[src/rtl/beta_pkg.sv]
// Shared Beta definitions: exception vectors, privilege bit, icache FSM states
// and the width helpers the cache uses to split an address.
package beta_pkg;

  localparam logic [31:0] RESET = 32'h8000_0000;
  localparam logic [31:0] ILLOP = 32'h8000_0004;
  localparam logic [31:0] XADR  = 32'h8000_0008;

  localparam int SUPERVISOR_BIT = 31;

  typedef enum logic [1:0] {
    IDLE,
    FILL,
    RESP
  } icache_state_e;

  function automatic int off_w(input int words);
    return $clog2(words);
  endfunction

  function automatic int idx_w(input int lines);
    return $clog2(lines);
  endfunction

  // Bits [30 : 2+OFF_W+IDX_W]; the supervisor bit never takes part in the tag.
  function automatic int tag_w(input int lines, input int words);
    return 29 - off_w(words) - idx_w(lines);
  endfunction

  localparam int OFF_W = off_w(4);
  localparam int IDX_W = idx_w(16);
  localparam int TAG_W = tag_w(16, 4);

endpackage

[src/rtl/beta_icache_array.sv]
// Valid/tag/data storage for beta_icache: combinational read, one write port,
// line set/invalidate and a bulk clear of every valid bit.
module beta_icache_array
  import beta_pkg::*;
#(
  parameter int LINES = 16,
  parameter int WORDS = 4,
  parameter int OFFW  = off_w(WORDS),
  parameter int IDXW  = idx_w(LINES),
  parameter int TAGW  = tag_w(LINES, WORDS)
) (
  input  logic            clk,
  input  logic            rst,
  input  logic [IDXW-1:0] rd_idx,
  input  logic [OFFW-1:0] rd_off,
  output logic            rd_valid,
  output logic [TAGW-1:0] rd_tag,
  output logic [31:0]     rd_data,
  input  logic [IDXW-1:0] wr_idx,
  input  logic [OFFW-1:0] wr_off,
  input  logic [31:0]     wr_data,
  input  logic            wr_en,
  input  logic            set_en,
  input  logic [TAGW-1:0] set_tag,
  input  logic            inval_en,
  input  logic            clear_all
);

  logic [LINES-1:0] valid;
  logic [TAGW-1:0]  tags [LINES];
  logic [31:0]      data [LINES][WORDS];

  // NOTE: sequential state is written with <= so every flop samples pre-edge values.
  always_ff @(posedge clk) begin
    if (rst || clear_all) begin
      valid <= '0;
    end else if (set_en) begin
      valid[wr_idx] <= 1'b1;
    end else if (inval_en) begin
      valid[wr_idx] <= 1'b0;
    end
  end

  // NOTE: tag and data arrays are not reset; the valid bit alone decides whether they mean anything.
  always_ff @(posedge clk) begin
    if (set_en) begin
      tags[wr_idx] <= set_tag;
    end
    if (wr_en) begin
      data[wr_idx][wr_off] <= wr_data;
    end
  end

  assign rd_valid = valid[rd_idx];
  assign rd_tag   = tags[rd_idx];
  assign rd_data  = data[rd_idx][rd_off];

endmodule

[src/rtl/beta_icache.sv]
// beta_icache: direct-mapped read-only instruction cache for the Beta core.
// Hits answer in the same cycle; misses fill a whole line over a one-outstanding bus.
module beta_icache
  import beta_pkg::*;
#(
  parameter int LINES = 16,
  parameter int WORDS = 4
) (
  input  logic        clk,
  input  logic        rst,
  input  logic [31:0] cpu_addr,
  output logic [31:0] cpu_data,
  output logic        cpu_ready,
  output logic        cpu_fault,
  input  logic        flush,
  output logic [31:0] mem_addr,
  output logic        mem_req,
  input  logic [31:0] mem_data,
  input  logic        mem_ack,
  input  logic        mem_fault
);

  localparam int OFFW    = off_w(WORDS);
  localparam int IDXW    = idx_w(LINES);
  localparam int TAGW    = tag_w(LINES, WORDS);
  localparam int TAG_LSB = 2 + OFFW + IDXW;
  localparam logic [OFFW-1:0] LAST_WORD = OFFW'(WORDS - 1);

  icache_state_e   state;
  logic [IDXW-1:0] fill_idx;
  logic [TAGW-1:0] fill_tag;
  logic [OFFW-1:0] word_cnt;
  logic            fault_latch;
  logic            flush_pending;

  logic [OFFW-1:0] req_off;
  logic [IDXW-1:0] req_idx;
  logic [TAGW-1:0] req_tag;
  logic            unused_addr_bits;

  logic            line_valid;
  logic [TAGW-1:0] line_tag;
  logic [31:0]     line_data;

  logic            lookup_en, hit, fault_resp, miss_start;
  logic            fill_ack, last_word, fill_end, flush_now;
  logic [IDXW-1:0] wr_idx;

  assign req_off          = cpu_addr[2 +: OFFW];
  assign req_idx          = cpu_addr[2 + OFFW +: IDXW];
  assign req_tag          = cpu_addr[SUPERVISOR_BIT-1 : TAG_LSB];
  assign unused_addr_bits = ^{cpu_addr[SUPERVISOR_BIT], cpu_addr[1:0]};

  // A non-faulting RESP cycle looks up the current address exactly like IDLE.
  assign lookup_en  = (state == IDLE) || (state == RESP && !fault_latch);
  assign hit        = lookup_en && line_valid && (line_tag == req_tag) && !rst && !flush;
  assign fault_resp = (state == RESP) && fault_latch && !rst;
  assign miss_start = (state == IDLE) && !hit && !flush && !rst;

  assign fill_ack  = (state == FILL) && mem_ack && !rst;
  assign last_word = (word_cnt == LAST_WORD);
  assign fill_end  = fill_ack && (mem_fault || last_word);
  assign flush_now = flush || flush_pending;
  assign wr_idx    = (state == FILL) ? fill_idx : req_idx;

  assign cpu_ready = hit || fault_resp;
  assign cpu_fault = fault_resp;
  assign cpu_data  = hit ? line_data : 32'h0;

  assign mem_req   = (state == FILL) && !rst;
  assign mem_addr  = {1'b0, fill_tag, fill_idx, word_cnt, 2'b00};

  beta_icache_array #(
    .LINES(LINES),
    .WORDS(WORDS),
    .OFFW (OFFW),
    .IDXW (IDXW),
    .TAGW (TAGW)
  ) u_array (
    .clk      (clk),
    .rst      (rst),
    .rd_idx   (req_idx),
    .rd_off   (req_off),
    .rd_valid (line_valid),
    .rd_tag   (line_tag),
    .rd_data  (line_data),
    .wr_idx   (wr_idx),
    .wr_off   (word_cnt),
    .wr_data  (mem_data),
    .wr_en    (fill_ack && !mem_fault),
    .set_en   (fill_end && !mem_fault && !flush_now),
    .set_tag  (fill_tag),
    .inval_en (miss_start),
    .clear_all((flush && state != FILL) || (fill_end && flush_now))
  );

  always_ff @(posedge clk) begin
    if (rst) begin
      state         <= IDLE;
      word_cnt      <= '0;
      fault_latch   <= 1'b0;
      flush_pending <= 1'b0;
    end else begin
      unique case (state)
        IDLE: begin
          if (miss_start) begin
            fill_idx <= req_idx;
            fill_tag <= req_tag;
            word_cnt <= '0;
            state    <= FILL;
          end
        end
        FILL: begin
          if (fill_end) begin
            state         <= RESP;
            word_cnt      <= '0;
            fault_latch   <= mem_fault;
            flush_pending <= 1'b0;
          end else begin
            if (fill_ack) begin
              word_cnt <= word_cnt + 1'b1;
            end
            if (flush) begin
              flush_pending <= 1'b1;
            end
          end
        end
        RESP: begin
          state       <= IDLE;
          fault_latch <= 1'b0;
        end
        default: state <= IDLE;
      endcase
    end
  end

endmodule

[config.mk]
export PLATFORM = sky130hd
export DESIGN_NAME = beta_icache
export DESIGN_NICKNAME = d
export VERILOG_FILES = /design/src/rtl/beta_pkg.sv /design/src/rtl/beta_icache_array.sv /design/src/rtl/beta_icache.sv
export SDC_FILE = /design/constraint.sdc
export NUM_CORES = 2
export LEC_CHECK = 0
export CORE_MARGIN = 5
export CORE_UTILIZATION = 50
export DETAILED_ROUTE_END_ITERATION = 10
export PLACE_DENSITY = 0.68
export SKIP_LAST_GASP = 1
export SLEW_MARGIN = 30
export SYNTH_ARGS = -nofsm -noshare
export SYNTH_HDL_FRONTEND = slang
export SYNTH_SLANG_ARGS = --single-unit
[constraint.sdc]
create_clock -name clk -period 4.9 [get_ports clk]
set_clock_uncertainty 0.15 [all_clocks]
set_input_delay 0.98 -clock clk [delete_from_list [all_inputs] [get_ports clk]]
set_output_delay 0.98 -clock clk [all_outputs]
set_load 0.005 [all_outputs]
# Word-level counts from Yosys, hierarchy flattened
# Memory sizes are Yosys's and may differ from the RTL's.
# Index checks and enable logic that the tools add are counted.
[word_totals] ff_bits=49 ramBits=2416 in_bits=69 output_inout_bits=67 word_cells=101 mem_count=2
[op_classes] addsub=1 order_cmp=6 eq_ne=8 muxes=28 bitwise=6 reduce_logical=43
[mem_list] memory="u_array.data" words=16 word_bits=128 read_ports=1 rd_ports_with_merged_regs=0 write_ports=1 line_no="beta_icache_array.sv:31" text="logic [31:0] data [LINES][WORDS];"
[mem_list] memory="u_array.tags" words=16 word_bits=23 read_ports=1 rd_ports_with_merged_regs=0 write_ports=1 line_no="beta_icache_array.sv:30" text="logic [TAGW-1:0] tags [LINES];"
[ops] op="128-bit two-way mux" n=1
[ops] op="32-bit two-way mux" n=4
[ops] op="32-bit binary-select mux with 2-bit select" n=1
[ops] op="32-bit demux with 2-bit select" n=1
[ops] op="16-bit two-way mux" n=2
[ops] op="23-bit == test" n=1
[ops] op="1-bit logical AND" n=21
[ops] op="16-bit bitwise AND" n=1
[ops] op="16-bit inverter" n=1
[ops] op="16-bit bitwise OR" n=1
[ops] op="4-bit by 5-bit < comparator with 1-bit output (second input constant)" n=2
[ops] op="2-bit two-way mux" n=5
[ops] op="1-bit two-way mux" n=8
[ops] op="2-bit one-hot mux with 2 select lines" n=2
[ops] op="2-bit nonzero test" n=4
[ops] op="3-bit greater-or-equal comparator (second input constant)" n=2
[ops] op="1-bit zero test" n=6
[ops] op="1-bit logical OR" n=6
[ops] op="2-bit inverter with 3-bit output" n=2
[ops] op="2-bit AND reduction" n=3
[ops] op="3-bit AND reduction" n=2
[ops] op="1-bit binary-select mux with 4-bit select" n=1
[ops] op="1-bit demux with 4-bit select" n=1
[ops] op="2-bit == test (second input constant)" n=2
[ops] op="other kinds (11)" n=12

# Logic depth before layout (Yosys ltp)
[logic_depth] depth_word=13 mapped_depth=14

# Hierarchy
# From an unflattened synthesis, not the netlist that was laid out.
[unflattened] hier_cells=4271 hier_area_um2=94803.4
[modules_own_cells] mod="beta_icache_array" instances=1 cells_per_inst=4082 area_each_um2=92737.7 seq_area_each_um2=72869.9
[modules_own_cells] mod="beta_icache" instances=1 cells_per_inst=189 area_each_um2=2065.7 seq_area_each_um2=930.9

# Least setup slack after synthesis
# Ideal clock, no wire load.
[synth_timing] path_kind="input to output" startpoint="input cpu_addr[4]" endpoint="output cpu_data[2]" arrival_ns=3.772 t_required_ns=3.770 setup_slack_ns=-0.002 stages=9 path_buffers=5 cell_sequence="buf_6 > buf_6 > buf_6 > buf_4 > buf_1 > mux4_2 > mux4_2 > mux4_2 > nor2b_1"
[synth_between] elab_chain_cells=7 word_cells_on_any_way=13 cone_classes="eq/ne: 1; mux: 6; reduce/logical: 4; memory: 2"
[synth_rtl] item="start, declared" line_no="beta_icache.sv:11" text="input logic [31:0] cpu_addr,"
[synth_rtl] item="branches (longest 6 deep; another with memory 16 x 23 bit)"
[synth_rtl] item="32-bit two-way mux *" line_no="beta_icache.sv:68" text="assign cpu_data = hit ? line_data : 32'h0;"
[synth_rtl] item="end, declared" line_no="beta_icache.sv:12" text="output logic [31:0] cpu_data,"
# Mark *: on every way between the ends. The select of a mux whose other input is x is not followed.

# Final worst setup path
# Same ends and word-level chain as after synthesis.

==> PnR_summary.wiki <==
{| class="wikitable"
! Metric !! Value
|-
| HPWL Detailed || about 130000 um
|-
| Hold-fix buffers at CTS || 0
|-
| Largest net degree at the start of global routing || 125
|-
| Worst setup slack after placement || -1.083 ns
|-
| Final #Nets || 4462
|-
| Total Die Area || 197700 sq um
|-
| Placed cells || approximately 6600
|-
| Vias after detailed routing || between 40000 and 50000
|-
| Die height || 444.7 um
|-
| Ratio of final minimum period to clock period || 1.089
|-
| Synthesized area || between 90000 and 100000 sq um
|-
| Crit-path cells || buf_16, buf_12, buf_12, mux4_2, a22o_1, a221oi_2, xor2_1, buf_4, nand4_1, nor4_4, buf_4, nand3_4, buf_12, buf_12, buf_16, nor2b_1, clkdlybuf4s15_2
|-
| Core area || 187800 sq um
|-
| Commonest non-fill, non-tap cells in the layout || sky130_fd_sc_hd__edfxtp_1, sky130_fd_sc_hd__mux4_2, sky130_fd_sc_hd__buf_4
|-
| DRT Wirelength || 234100 um
|-
| Headroom to the max-slew limit || 0.3682
|-
| Most common cell on crit path || sky130_fd_sc_hd__buf_12
|-
| Largest fanout on the critical path || 7
|-
| Grt total ovfl || 0
|-
| Vias in the first global route || 45591
|-
| Max-cap viol count || 0
|-
| Class of the worst hold path || reg2reg
|-
| Global-route wire length before repair || 336600 um
|-
| CTS tree || done
|-
| Count of synthesis-stage warnings from yosys || 0
|-
| Clock latency of the later-clocked register in the worst-skew pair || 0.88 ns
|-
| Number of setup violations in the final report || 33
|-
| GRT Total Usage || 0.2376
|-
| Number of standard cells after synthesis || 3912
|-
| Most common library cell in the layout ignoring fill and taps || sky130_fd_sc_hd__edfxtp_1
|-
| Num rows || 159
|-
| Die Wd || between 400 and 500 um
|-
| Peak supply drop || 0.3883 mV
|-
| Routed length per instance || 33.03 um
|-
| Run status || complete, but fails checks
|-
| Non-filler cells in the finished layout || 7087
|-
| Violations in the final reports || setup timing
|-
| Cell with the largest stage delay on the worst path || sky130_fd_sc_hd__mux4_2
|-
| Clock root buffer master || sky130_fd_sc_hd__clkbuf_16
|-
| Number of library cell types mapped by synthesis || 54
|-
| Count of antenna-violating nets left after detailed routing || 0
|-
| Leakage power summed over all cells || 0.03447 uW
|-
| H-tree levels || 4
|-
| Power per standard cell area || 394.4 nW/um^2
|-
| Most frequently used flop master after synthesis || sky130_fd_sc_hd__edfxtp_1
|-
| Worst Path Required || 3.77 ns
|-
| Share of the yosys chip area belonging to registers || 0.7812
|-
| Post-synth EDFFs || 2443
|-
| Clk buf depth || 3
|-
| Type of destination of the critical path || primary output
|-
| Ratio of cells with drive above 1 in the final layout || 0.3445
|-
| Starting density of the core || 0.5030
|-
| Count of final max-slew check failures || 0
|-
| DRC errors left || 0
|-
| Average size of a mapped cell || 24.15 sq um
|-
| Detailed router's first-iteration violation count || 5641
|-
| Setup ws final || -0.4369 ns
|-
| Global placement routability congestion || 0.7855
|-
| Port Buf Inserts || approximately 130
|-
| CP peak stage delay || about 0.5 ns
|-
| Signal arrival time at the worst endpoint || 4.21 ns
|-
| Total iterations of the first detailed-routing run || 6
|-
| Number of antenna violations at the first check in global routing || 7
|-
| Number of endpoints with negative hold slack in the final report || 0
|-
| Flop and latch count out of synthesis || 2465
|-
| Number of sinks driven by the clock tree || 2465
|-
| I/O pin cnt || 136
|-
| Startpoint class of the critical path || input pin
|-
| Clock transition at the registers of the reported paths || 0.06 ns
|-
| RSZ-0062 raised after global routing || true
|-
| CTS Buf Count || 235
|-
| Average vias per placed instance || 6.354
|-
| Setup Crit Path Kind || in2out
|-
| Crit path time final || ~5.3 ns
|-
| Fraction of synthesis flops using an asynchronous set or reset pin || 0
|-
| Achievable clock frequency || 187.4 MHz
|-
| Area Overhead vs Synth || 16.40%
|-
| Slew @ Worst Pin || 0.9455 ns
|}
==> where the power goes <==
group / internal (uW) / leakage [uW] / switching, uW
clock: 10300 / 0.00375 / 7750
combinational: 932 / 0.00859 / 1170
sequential: 23200 / 0.0221 / 47.8
==> registers in the layout (all words and copies together), names as in the netlist, named ones only <==
name and flops:
flush_pending 1, fill_idx 4, fault_latch 1, u_array.data 2048, state 2, fill_tag 23, word_cnt 2, u_array.tags 368
==> synth_stat cells (6+ instances only) <==
library cell / instances / area [sq um]
sky130_fd_sc_hd__nand3_1: 11 / 55.05
sky130_fd_sc_hd__mux2i_1: 52 / 520.5
sky130_fd_sc_hd__nor4_1: 6 / 37.54
sky130_fd_sc_hd__xnor2_1: 13 / 113.9
sky130_fd_sc_hd__a22oi_1: 26 / 195.2
sky130_fd_sc_hd__and2_1: 13 / 81.33
sky130_fd_sc_hd__a311oi_1: 9 / 78.83
sky130_fd_sc_hd__nand3b_1: 6 / 45.04
sky130_fd_sc_hd__buf_2: 79 / 395.4
sky130_fd_sc_hd__nand2b_1: 6 / 37.54
sky130_fd_sc_hd__a21oi_1: 21 / 105.1
sky130_fd_sc_hd__a31oi_1: 17 / 106.4
sky130_fd_sc_hd__a22o_1: 10 / 87.58
sky130_fd_sc_hd__buf_6: 6 / 67.56
sky130_fd_sc_hd__o21ai_0: 6 / 30.03
sky130_fd_sc_hd__inv_1: 19 / 71.32
sky130_fd_sc_hd__buf_1: 40 / 150.1
sky130_fd_sc_hd__nand2_1: 68 / 255.2
sky130_fd_sc_hd__nor2_1: 84 / 315.3
sky130_fd_sc_hd__buf_4: 14 / 105.1
sky130_fd_sc_hd__clkbuf_1: 71 / 266.5
sky130_fd_sc_hd__nor3_1: 10 / 50.05
sky130_fd_sc_hd__dfxtp_1: 22 / 440.4
sky130_fd_sc_hd__a211oi_2: 6 / 75.07
sky130_fd_sc_hd__mux4_2: 733 / 16510
sky130_fd_sc_hd__nand4_1: 8 / 50.05
sky130_fd_sc_hd__a211oi_1: 22 / 165.2
sky130_fd_sc_hd__nor2b_1: 32 / 200.2
sky130_fd_sc_hd__edfxtp_1: 2443 / 73360
sky130_fd_sc_hd__xor2_1: 7 / 61.31
==> stage by stage <==
| stage | utilization | TNS, ns | total power [uW] | area, sq um | hold slack (ns) |
|---|---|---|---|---|---|
| after floorplan | - | 0 | 24790 | 94480 | 0.3351 |
| after global placement | 0.5400 | -32.59 | 25700 | 101400 | 0.3470 |
| after detailed placement | 0.5402 | -32.91 | 25730 | 101400 | 0.3495 |
| after CTS | 0.5847 | -11.58 | 43660 | 109800 | 0.3576 |
| after global routing | 0.5855 | -15.11 | 44730 | 110000 | 0.3715 |
| final | 0.5856 | -12.43 | 43370 | 110000 | 0.3603 |
==> per-layer routing <==
layer	track usage	wire [um]
met1	0.3320	90020
met2	0.3957	119000
met3	0.04121	18990
met4	0.06114	6005
met5	0	12
==> final timing paths <==
path,startpoint,to,slack [ns],depth (start not counted)
worst max-delay path,cpu_addr[4],cpu_data[2],-0.44,17
worst min-delay path,register,register,0.36,2
worst max register to register,u_array.tags[11][12],fill_tag[18],0.72,16
worst min register to register,register,register,0.36,2
==> worst max-delay path: cells and delay by family <==
family / cells / cell delay (ns)
buffers and inverters: 9 / 1.40
AND/OR/NAND/NOR: 4 / 0.60
multiplexers: 1 / 0.49
XOR/XNOR: 1 / 0.27
AO/OA/AOI/OAI: 2 / 0.42
==> kinds of logic after synthesis <==
kind of cell               Yosys count  synth area share
buffers and inverters              230           0.01122
AOI/OAI and AO/OA                  138           0.01086
xor gates and xnor gates            20          0.001854
other                                1        0.00003970
DFF                               2465            0.7812
adders and majority gates            4         0.0005298
and+or+nand+nor                    268           0.01391
muxes                              786            0.1804
==> what timing repair did <==
item	4_1_cts	5_1_grt
endpoints found under the setup margin	33	33
cloned	6	1
gates resized for setup	195	22
setup buffers	16	2
pin swaps	22	10
==> final cells by class <==
| class | instances | area [sq um] |
|---|---|---|
| tap | 2495 | 3122 |
| fill | 13108 | 77830 |
| clock inverter | 152 | 1528 |
| multi-input combinational | 1219 | 20530 |
| timing repair buffer | 448 | 4731 |
| inverter | 20 | 75.07 |
| antenna | 3 | 7.507 |
| clock buffer | 285 | 6173 |
| sequential | 2465 | 73800 |
(Power assumes the default switching activity.)
